`src/rtl/uart_pkg.sv`:
```
// rtl/uart_pkg.sv - shared UART types and constants
package uart_pkg;

  typedef enum logic [2:0] {
    IDLE,
    LOAD,
    START,
    DATA,
    PARITY,
    STOP
  } uart_tx_state_t;

  localparam int DATA_BITS            = 8;
  localparam int DEFAULT_CLKS_PER_BIT = 868;

endpackage

```
`src/rtl/uart_tx_framer_if.sv`:
```
// rtl/uart_tx_framer_if.sv - host write handshake and parity-stage link of the TX framer
interface uart_tx_framer_if;

  logic       tx_start;
  logic [7:0] tx_data;
  logic       tx_busy;
  logic       tx_done;
  logic       parity_load;
  logic [7:0] parity_data_out;
  logic       parity_in;

  modport slave (
    input  tx_start, tx_data, parity_in,
    output tx_busy, tx_done, parity_load, parity_data_out
  );

  modport master (
    output tx_start, tx_data, parity_in,
    input  tx_busy, tx_done, parity_load, parity_data_out
  );

endinterface

```
`src/rtl/uart_baud_gen.sv`:
```
// rtl/uart_baud_gen.sv - bit-period counter with restart, shared by TX and RX
module uart_baud_gen #(
  parameter int CLKS_PER_BIT = 868
) (
  input  logic clk,
  input  logic rst,
  input  logic restart,
  output logic bit_tick
);

  localparam int CW = (CLKS_PER_BIT > 1) ? $clog2(CLKS_PER_BIT) : 1;
  localparam logic [CW-1:0] LAST = CW'(CLKS_PER_BIT - 1);

  logic [CW-1:0] cnt;

  always_ff @(posedge clk or negedge rst) begin
    if (!rst) begin
      cnt <= '0;
    end else if (restart || cnt == LAST) begin
      cnt <= '0;
    end else begin
      cnt <= cnt + 1'b1;
    end
  end

  assign bit_tick = (cnt == LAST);

endmodule

```
`src/rtl/uart_tx_framer.sv`:
```
// rtl/uart_tx_framer.sv - UART transmit framer: start, 8 data LSB-first, optional parity, 1-2 stops
module uart_tx_framer
  import uart_pkg::*;
#(
  parameter int CLKS_PER_BIT = DEFAULT_CLKS_PER_BIT,
  parameter int PARITY_EN    = 1,
  parameter int PARITY_ODD   = 0,
  parameter int STOP_BITS    = 1
) (
  input  logic              clk,
  input  logic              rst,
  uart_tx_framer_if.slave   bus,
  output logic              tx_serial
);

  localparam logic       PAR_EN    = (PARITY_EN != 0);
  localparam logic       PAR_ODD   = (PARITY_ODD != 0);
  localparam logic [2:0] LAST_DATA = 3'(DATA_BITS - 1);
  localparam logic [2:0] LAST_STOP = 3'(STOP_BITS - 1);

  uart_tx_state_t state, state_d;
  logic [7:0]     shift, shift_d;
  logic [7:0]     pdata, pdata_d;
  logic [2:0]     bit_cnt, bit_cnt_d;
  logic           serial_d;
  logic           done;
  logic           restart;
  logic           bit_tick;

  uart_baud_gen #(.CLKS_PER_BIT(CLKS_PER_BIT)) u_baud (
    .clk      (clk),
    .rst      (rst),
    .restart  (restart),
    .bit_tick (bit_tick)
  );

  always_ff @(posedge clk or negedge rst) begin
    if (!rst) begin
      state     <= IDLE;
      shift     <= '0;
      pdata     <= '0;
      bit_cnt   <= '0;
      tx_serial <= 1'b1;
    end else begin
      state     <= state_d;
      shift     <= shift_d;
      pdata     <= pdata_d;
      bit_cnt   <= bit_cnt_d;
      tx_serial <= serial_d;
    end
  end

  always_comb begin
    state_d   = state;
    shift_d   = shift;
    pdata_d   = pdata;
    bit_cnt_d = bit_cnt;
    done      = 1'b0;
    case (state)
      IDLE: begin
        if (bus.tx_start) begin
          state_d = LOAD;
          shift_d = bus.tx_data;
          pdata_d = bus.tx_data;
        end
      end
      LOAD: state_d = START;
      START: begin
        if (bit_tick) state_d = DATA;
      end
      DATA: begin
        if (bit_tick) begin
          shift_d   = {1'b0, shift[7:1]};
          bit_cnt_d = bit_cnt + 3'd1;
          if (bit_cnt == LAST_DATA) state_d = PAR_EN ? PARITY : STOP;
        end
      end
      PARITY: begin
        if (bit_tick) state_d = STOP;
      end
      STOP: begin
        if (bit_tick) begin
          if (bit_cnt == LAST_STOP) begin
            state_d   = IDLE;
            bit_cnt_d = '0;
            done      = 1'b1;
          end else begin
            bit_cnt_d = bit_cnt + 3'd1;
          end
        end
      end
      default: state_d = IDLE;
    endcase

    // Line value is registered from the next state so it stays aligned with the FSM.
    case (state_d)
      START:   serial_d = 1'b0;
      DATA:    serial_d = shift_d[0];
      PARITY:  serial_d = bus.parity_in ^ PAR_ODD;
      default: serial_d = 1'b1;
    endcase
  end

  // Baud count restarts on every state entry and is held clear while idle.
  assign restart             = (state_d != state) || (state == IDLE);
  assign bus.tx_busy         = (state != IDLE);
  assign bus.tx_done         = done;
  assign bus.parity_load     = (state == LOAD);
  assign bus.parity_data_out = pdata;

endmodule
```
`src/flat_wrapper.sv`:
```
// flat-port wrapper written by rule: the top's interface ports become plain ports
module uart_tx_framer_flat import uart_pkg::*;
#(
  parameter int CLKS_PER_BIT = DEFAULT_CLKS_PER_BIT,
  parameter int PARITY_EN    = 1,
  parameter int PARITY_ODD   = 0,
  parameter int STOP_BITS    = 1
)
  (clk, rst, tx_serial, bus_tx_start, bus_tx_data, bus_parity_in, bus_tx_busy, bus_tx_done, bus_parity_load, bus_parity_data_out);
  uart_tx_framer_if bus_i ();
  input  logic clk;
  input  logic rst;
  output logic tx_serial;
  input wire logic [$bits(bus_i.tx_start)-1:0] bus_tx_start;
  input wire logic [$bits(bus_i.tx_data)-1:0] bus_tx_data;
  input wire logic [$bits(bus_i.parity_in)-1:0] bus_parity_in;
  output wire logic [$bits(bus_i.tx_busy)-1:0] bus_tx_busy;
  output wire logic [$bits(bus_i.tx_done)-1:0] bus_tx_done;
  output wire logic [$bits(bus_i.parity_load)-1:0] bus_parity_load;
  output wire logic [$bits(bus_i.parity_data_out)-1:0] bus_parity_data_out;
  assign bus_i.tx_start = bus_tx_start;
  assign bus_i.tx_data = bus_tx_data;
  assign bus_i.parity_in = bus_parity_in;
  assign bus_tx_busy = bus_i.tx_busy;
  assign bus_tx_done = bus_i.tx_done;
  assign bus_parity_load = bus_i.parity_load;
  assign bus_parity_data_out = bus_i.parity_data_out;
  uart_tx_framer #(.CLKS_PER_BIT(CLKS_PER_BIT), .PARITY_EN(PARITY_EN), .PARITY_ODD(PARITY_ODD), .STOP_BITS(STOP_BITS)) u_core (.clk(clk), .rst(rst), .bus(bus_i), .tx_serial(tx_serial));
endmodule
```
`config.mk`:
```
export PLATFORM = sky130hd
export DESIGN_NAME = uart_tx_framer_flat
export DESIGN_NICKNAME = d
export VERILOG_FILES = /design/src/rtl/uart_pkg.sv /design/src/rtl/uart_tx_framer_if.sv /design/src/rtl/uart_baud_gen.sv /design/src/rtl/uart_tx_framer.sv /design/src/flat_wrapper.sv
export SDC_FILE = /design/constraint.sdc
export NUM_CORES = 1
export LEC_CHECK = 0
export CAP_MARGIN = 20
export CORE_UTILIZATION = 35
export CTS_BUF_LIST = sky130_fd_sc_hd__clkbuf_8 sky130_fd_sc_hd__clkbuf_16
export DETAILED_ROUTE_END_ITERATION = 7
export GPL_TIMING_DRIVEN = 1
export PLACE_DENSITY = 0.54
export SYNTH_ARGS = -nofsm -noshare
export SYNTH_HDL_FRONTEND = slang
export SYNTH_SLANG_ARGS = --single-unit
export TNS_END_PERCENT = 50
```
`constraint.sdc`:
```
create_clock -name clk -period 2.75 [get_ports clk]
set_input_delay 0.55 -clock clk [delete_from_list [all_inputs] [get_ports clk]]
set_output_delay 0.55 -clock clk [all_outputs]
set_load 0.005 [all_outputs]
```
Yosys cells after proc, flatten, opt, wreduce, memory -nomap -nowiden
Index checks and enable logic that the tools add are counted.
{ "classes": {"n_reduce_logical": 10, "n_eq_ne": 14, "mux": 20, "n_addsub": 2} }
{ "ops": {"columns": ["cell", "n"], "rows": [
  ["2-to-1 mux 3 bit", 10],
  ["one-hot mux 3 bit (6 select lines)", 1],
  ["2-to-1 mux 8 bit", 2],
  ["one-hot mux 8 bit (2 select lines)", 1],
  ["equality test 3 x 2 -> 1 bit (second input constant)", 4],
  ["equality test 3 bit (second input constant)", 4],
  ["adder 10 x 1 -> 10 bit (second input constant)", 1],
  ["equality test 10 bit (second input constant)", 1],
  ["2-to-1 mux 10 bit", 1],
  ["zero test 3 bit", 2],
  ["one-hot mux 3 bit (2 select lines)", 1],
  ["AND reduction 3 bit", 2],
  ["inequality test 2 x 1 -> 1 bit (second input constant)", 2],
  ["nonzero test 2 bit", 2],
  ["adder 3 x 1 -> 3 bit (second input constant)", 1],
  ["equality test 3 x 1 -> 1 bit (second input constant)", 1],
  ["2-to-1 mux 1 bit", 3],
  ["inequality test 3 bit", 1],
  ["one-hot mux 1 bit (3 select lines)", 1],
  ["nonzero test 3 bit", 1],
  ["logical OR 1 bit", 2],
  ["inequality test 2 bit (second input constant)", 1],
  ["AND reduction 2 bit", 1]
]} }
{ "totals": {"register_bits": 33, "word_cells": 53, "input_bits": 12} }

Logic depth before layout (Yosys ltp)
{ "logic_depth": {"depth_word": 8, "ltp_mapped": 7, "mapped_depth_nobuf": 7} }

Cells and area by module
Synthesis repeated with hierarchy kept, for this count alone.
{ "hier_totals": {"cells_unflattened": 152, "area_unflattened_um2": 1620.3} }
{ "modules_own_cells": {"columns": ["mod", "cells_per_inst", "seq_area_each_um2", "area_per_inst_um2", "instances"], "rows": [
  ["uart_tx_framer", 100, 576.8, 1106.1, 1],
  ["uart_baud_gen", 52, 250.2, 514.2, 1]
]} }

Least setup slack after synthesis
OpenSTA, ideal clock, no wires.
{ "synth_path": {"kind": "reg2reg", "start": "register u_core.u_baud.cnt[7]", "end": "register u_core.tx_serial", "period_less_slack_ps": 2036, "n_path_buf": 0, "stages_incl_launch_ff": 6, "t_required_ps": 2667, "slack_ps": 714, "arrival_time_ps": 1953, "path_cell_list": "dfrtp_1 or4_4 nor4_4 nor2_2 a221o_1 o2bb2ai_1"} }
{ "synth_lines": {"columns": ["element", "line", "rtl"], "rows": [
  ["start: declaration", "uart_baud_gen.sv:14", "logic [CW-1:0] cnt;"],
  ["start signal: assignment", "uart_baud_gen.sv:22", "cnt <= cnt + 1'b1;"],
  ["equality test 10 bit", "uart_baud_gen.sv:26", "assign bit_tick = (cnt == LAST);"],
  ["2-to-1 mux 8 bit", "uart_tx_framer.sv:72", "if (bit_tick) begin"],
  ["one-hot mux 8 bit (2 select lines)", "uart_tx_framer.sv:59", "case (state)"],
  ["net u_core.shift_d[0]", "uart_tx_framer.sv:22", "logic [7:0] shift, shift_d;"],
  ["one-hot mux 1 bit (3 select lines)", "uart_tx_framer.sv:96", "case (state_d)"],
  ["net u_core.serial_d", "uart_tx_framer.sv:25", "logic serial_d;"],
  ["end signal: assignment", "uart_tx_framer.sv:49", "tx_serial <= serial_d;"],
  ["end: declaration", "uart_tx_framer.sv:13", "output logic tx_serial"]
]} }
The timed path passes the listed nets, and every way through them passes these cells. The select of a mux whose other input is x is not followed.
A chain may end at the register's enable or synchronous reset.

Final worst setup path
{ "layout_path": {"start": "register u_core.u_baud.cnt[7]", "end": "output bus_tx_done"} }
{ "layout_via": {"elab_chain_len": 3} }
{ "layout_rtl": {"columns": ["element", "line", "rtl"], "rows": [
  ["equality test 10 bit", "uart_baud_gen.sv:26", null],
  ["2-to-1 mux 1 bit", "uart_tx_framer.sv:82", "if (bit_tick) begin"],
  ["2-to-1 mux 1 bit", "uart_tx_framer.sv:59", null],
  ["end: declaration", "flat_wrapper.sv:18", "output wire logic [$bits(bus_i.tx_done)-1:0] bus_tx_done;"]
]} }
No other way between the ends.

==> results.toml <==
[run_status]
outcome = "finished clean"

[route]
initial_detailed_routing_violation_count = 64
drt_wl_total_microns = 2860
met2RoutedLength_microns = 1320
wire_length_the_detailed_router_placed_on_met1_microns = 1400
drc_errors = 0
viasPerCell = 5.05
dr.max_layer_used = "met4"
drtPass1Iterations = 4
met3WireLength_microns = 106
detail-route-antenna-nets = 0
vias = 1127
post_dr_wirelength_cell_microns = 12.8

[power_and_ir_drop]
irDropWorstVdd_uv = 427
power_leakage_nw = 0.856
powerDensity_nw_per_um2 = 750
power.total_mw = 1.44

[sta]
setup_tns_ns = 0
skew_ns = 0.00349
timing.final.crit_share_pct = 95.1
hold_ws_ns = 0.467
period_needed_ns = 2.62
final_max_slew_viol_count = 0
maxClockFrequency_mhz = 382
maxSlewHeadroom_pct = 68.6
grt_setup_unrepaired = "no"
finalHoldViolCount = 0
setup-violations-final = 0
timing_worst_slew_pin_value_ns = 0.467

[finish]
post-route-util_pct = 46.8
area_growth_pct = 25.2
post_route_cells_drive_above_1_share_pct = 13.9
num_antenna_cells = 0
numnets_final = 188
stdcell_count = 223

[floorplan]
core_area_sq_um = 4120
die_height_microns = 68.3
floorplan.die_area_sq_um = 4660
die-width_microns = 68.3
ioPinCount = 24
floorplan.initialDensity_pct = 37.4
number_of_rows_created_at_floorplan = 23

[clock_tree]
ctsHoldBuffers = 0
cts_post_setup_buffers_inserted = 0
tritoncts_num_sinks = 33
cts-buffers-inserted = 5
clockRootBuffer = "clkbuf_8"
cts_htree_levels = 2
cts_tree = "done"
clock_slew_at_reported_path_ffs_ns = 0.07
cts-root-to-sink-buffers = 2
clock_insertion_delay_worst_skew_ns = 0.28

[yosys]
synth.top_cells.by_area = "dfrtp_1 52%, mux2_2 5.9%, nand2_1 4.4%, ha_1 3.3%, nor2_1 3.2%"
synth_area_per_cell_sq_um = 10.8
postSynthCellCount = 143
netlist_area_sq_um = 1540
flip_flop_cell_with_the_highest_count_after_synthesis = "dfrtp_1"
number_of_flops_mapped_to_enable_cells_by_yosys = 0
yosys-top-cells-count = "32 x dfrtp_1, 18 x nand2_1, 13 x nor2_1"
synthesis.yosys.warnings = 0
synthDistinctLibCells = 37
seq_area_frac_synth_pct = 53.8
most_used_standard_cell_by_instance_count_after_synthesis = "dfrtp_1"
synth_seq_cells = 33
yosysTopAreaCell = "dfrtp_1"
synthDominantCellAreaShare_pct = 52.1
postSynthNetCount = 159
synth_async_sr_flop_share_pct = 100

[critical_path]
crit_required_ns = 2.20
crit_type = "reg -> out"
timing.critical_path.arrival_ns = 2.07
critical_path.startpoint_type = "flop"
critPathMaxFanout = 5
setup.worst_path.end_class = "primary output"

[worst_hold_path]
worst_hold_path_type = "reg -> reg"

[global_route]
grt_usage_pct = 14.8
first_global_vias = 1108
number_of_antenna_violations_at_the_first_check_in_global_routing = 0
gr-total-overflow = 0
grt_first_pass_wirelength_microns = 5060
grt_start_max_net_pins = 34

[placed_design]
dpl.cell_count = 215
hpwlAfterDp_microns = 1980
io_buffer_count = 23
routabilityCongestion = 0.797

[run]
maxCapViolations = 0
==> power by group <==
group | leakage, nW | switching [mW] | internal, mW | total [mW]
clock network | 0.0491 | 0.172 | 0.172 | 0.343
registers | 0.410 | 0.106 | 0.630 | 0.736
logic | 0.396 | 0.153 | 0.213 | 0.366
total | 0.856 | 0.431 | 1.01 | 1.44
==> worst paths after layout <==
check                                               start                                        end  slack, ns  depth (start not counted)
setup / recovery           u_core.u_baud.cnt[7]$_DFF_PN0_                                bus_tx_done       0.13                          3
hold / removal                u_core.shift[5]$_DFFE_PN0P_                u_core.shift[5]$_DFFE_PN0P_       0.47                          2
setup reg to reg           u_core.u_baud.cnt[7]$_DFF_PN0_             u_core.u_baud.cnt[5]$_DFF_PN0_       0.67                          4
hold reg to reg               u_core.shift[5]$_DFFE_PN0P_                u_core.shift[5]$_DFFE_PN0P_       0.47                          2
max in group asynchronous                             rst                 u_core.tx_serial$_DFF_PN1_       1.73                          2
min in group asynchronous                             rst  u_core.bus.parity_data_out[2]$_DFFE_PN0P_       0.68                          2
==> layout by cell type, fill, tap and decap left out, types with 4 or more instances in the layout <==
cell type / n
clkdlybuf4s50_1: 23
xor2_1: 5
mux2_2: 8
nor2_1: 13
nand3_1: 7
clkbuf_8: 5
nand2_1: 18
inv_1: 8
dfrtp_1: 32
ha_1: 4
a22oi_1: 6
xnor2_1: 4
==> metrics by stage <==
| step | area, sq um | worst slack, ns |
|---|---|---|
| floorplan | 1540 | 0.714 |
| global placement | 1840 | 0.392 |
| detailed placement | 1840 | 0.401 |
| CTS | 1920 | 0.0946 |
| global route | 1930 | 0.0165 |
| finish | 1930 | 0.134 |
==> registers in the layout (all words and copies together), names as in the netlist <==
| name | flops |
|---|---|
| u_core.shift | 8 |
| u_core.bus.parity_data_out | 8 |
| u_core.tx_serial | 1 |
| u_core.state | 3 |
| u_core.bit_cnt | 3 |
| u_core.u_baud.cnt | 10 |
==> worst max-delay path: stages, from the launching register on <==
cell	delay (ns)
dfrtp_1	0.41
or4_4	0.59
nor4_2	0.25
clkdlybuf4s50_1	0.54
==> layer usage <==
layer  global-route usage [%]  up-vias
met5                        0        -
met2                     22.8       16
li1                         -      553
met4                     5.47        0
met1                     19.0      554
met3                     5.17        4
==> timing repair <==
| item | 4_1_cts | 5_1_grt |
|---|---|---|
| setup endpoints to repair | 0 | 1 |
| endpoints found under the hold margin | 0 | 0 |
| resized for setup | 0 | 1 |
==> kinds of logic (layout without fill, tap and decap cells) <==
| logic type | Yosys count | count (layout) | share of synthesized area (%) |
|---|---|---|---|
| and+or+nand+nor | 60 | 60 | 20.5 |
| xor gates and xnor gates | 9 | 9 | 5.13 |
| adders and majority gates | 4 | 4 | 3.25 |
| DFF | 33 | 33 | 53.8 |
| muxes | 8 | 8 | 5.86 |
| AOI/OAI and AO/OA | 18 | 18 | 8.71 |
| buffers and inverters | 11 | 41 | 2.77 |
==> final cells by class <==
class                      count  area, sq um
inverter                       7         26.3
clock buffer                   5         68.8
multi-input combinational     99          674
timing repair buffer          26          253
sequential                    33          827
fill                         400         2190
tap                           50         62.6
clock inverter                 3         13.8
No activity file was read; power rests on OpenSTA's default activity.
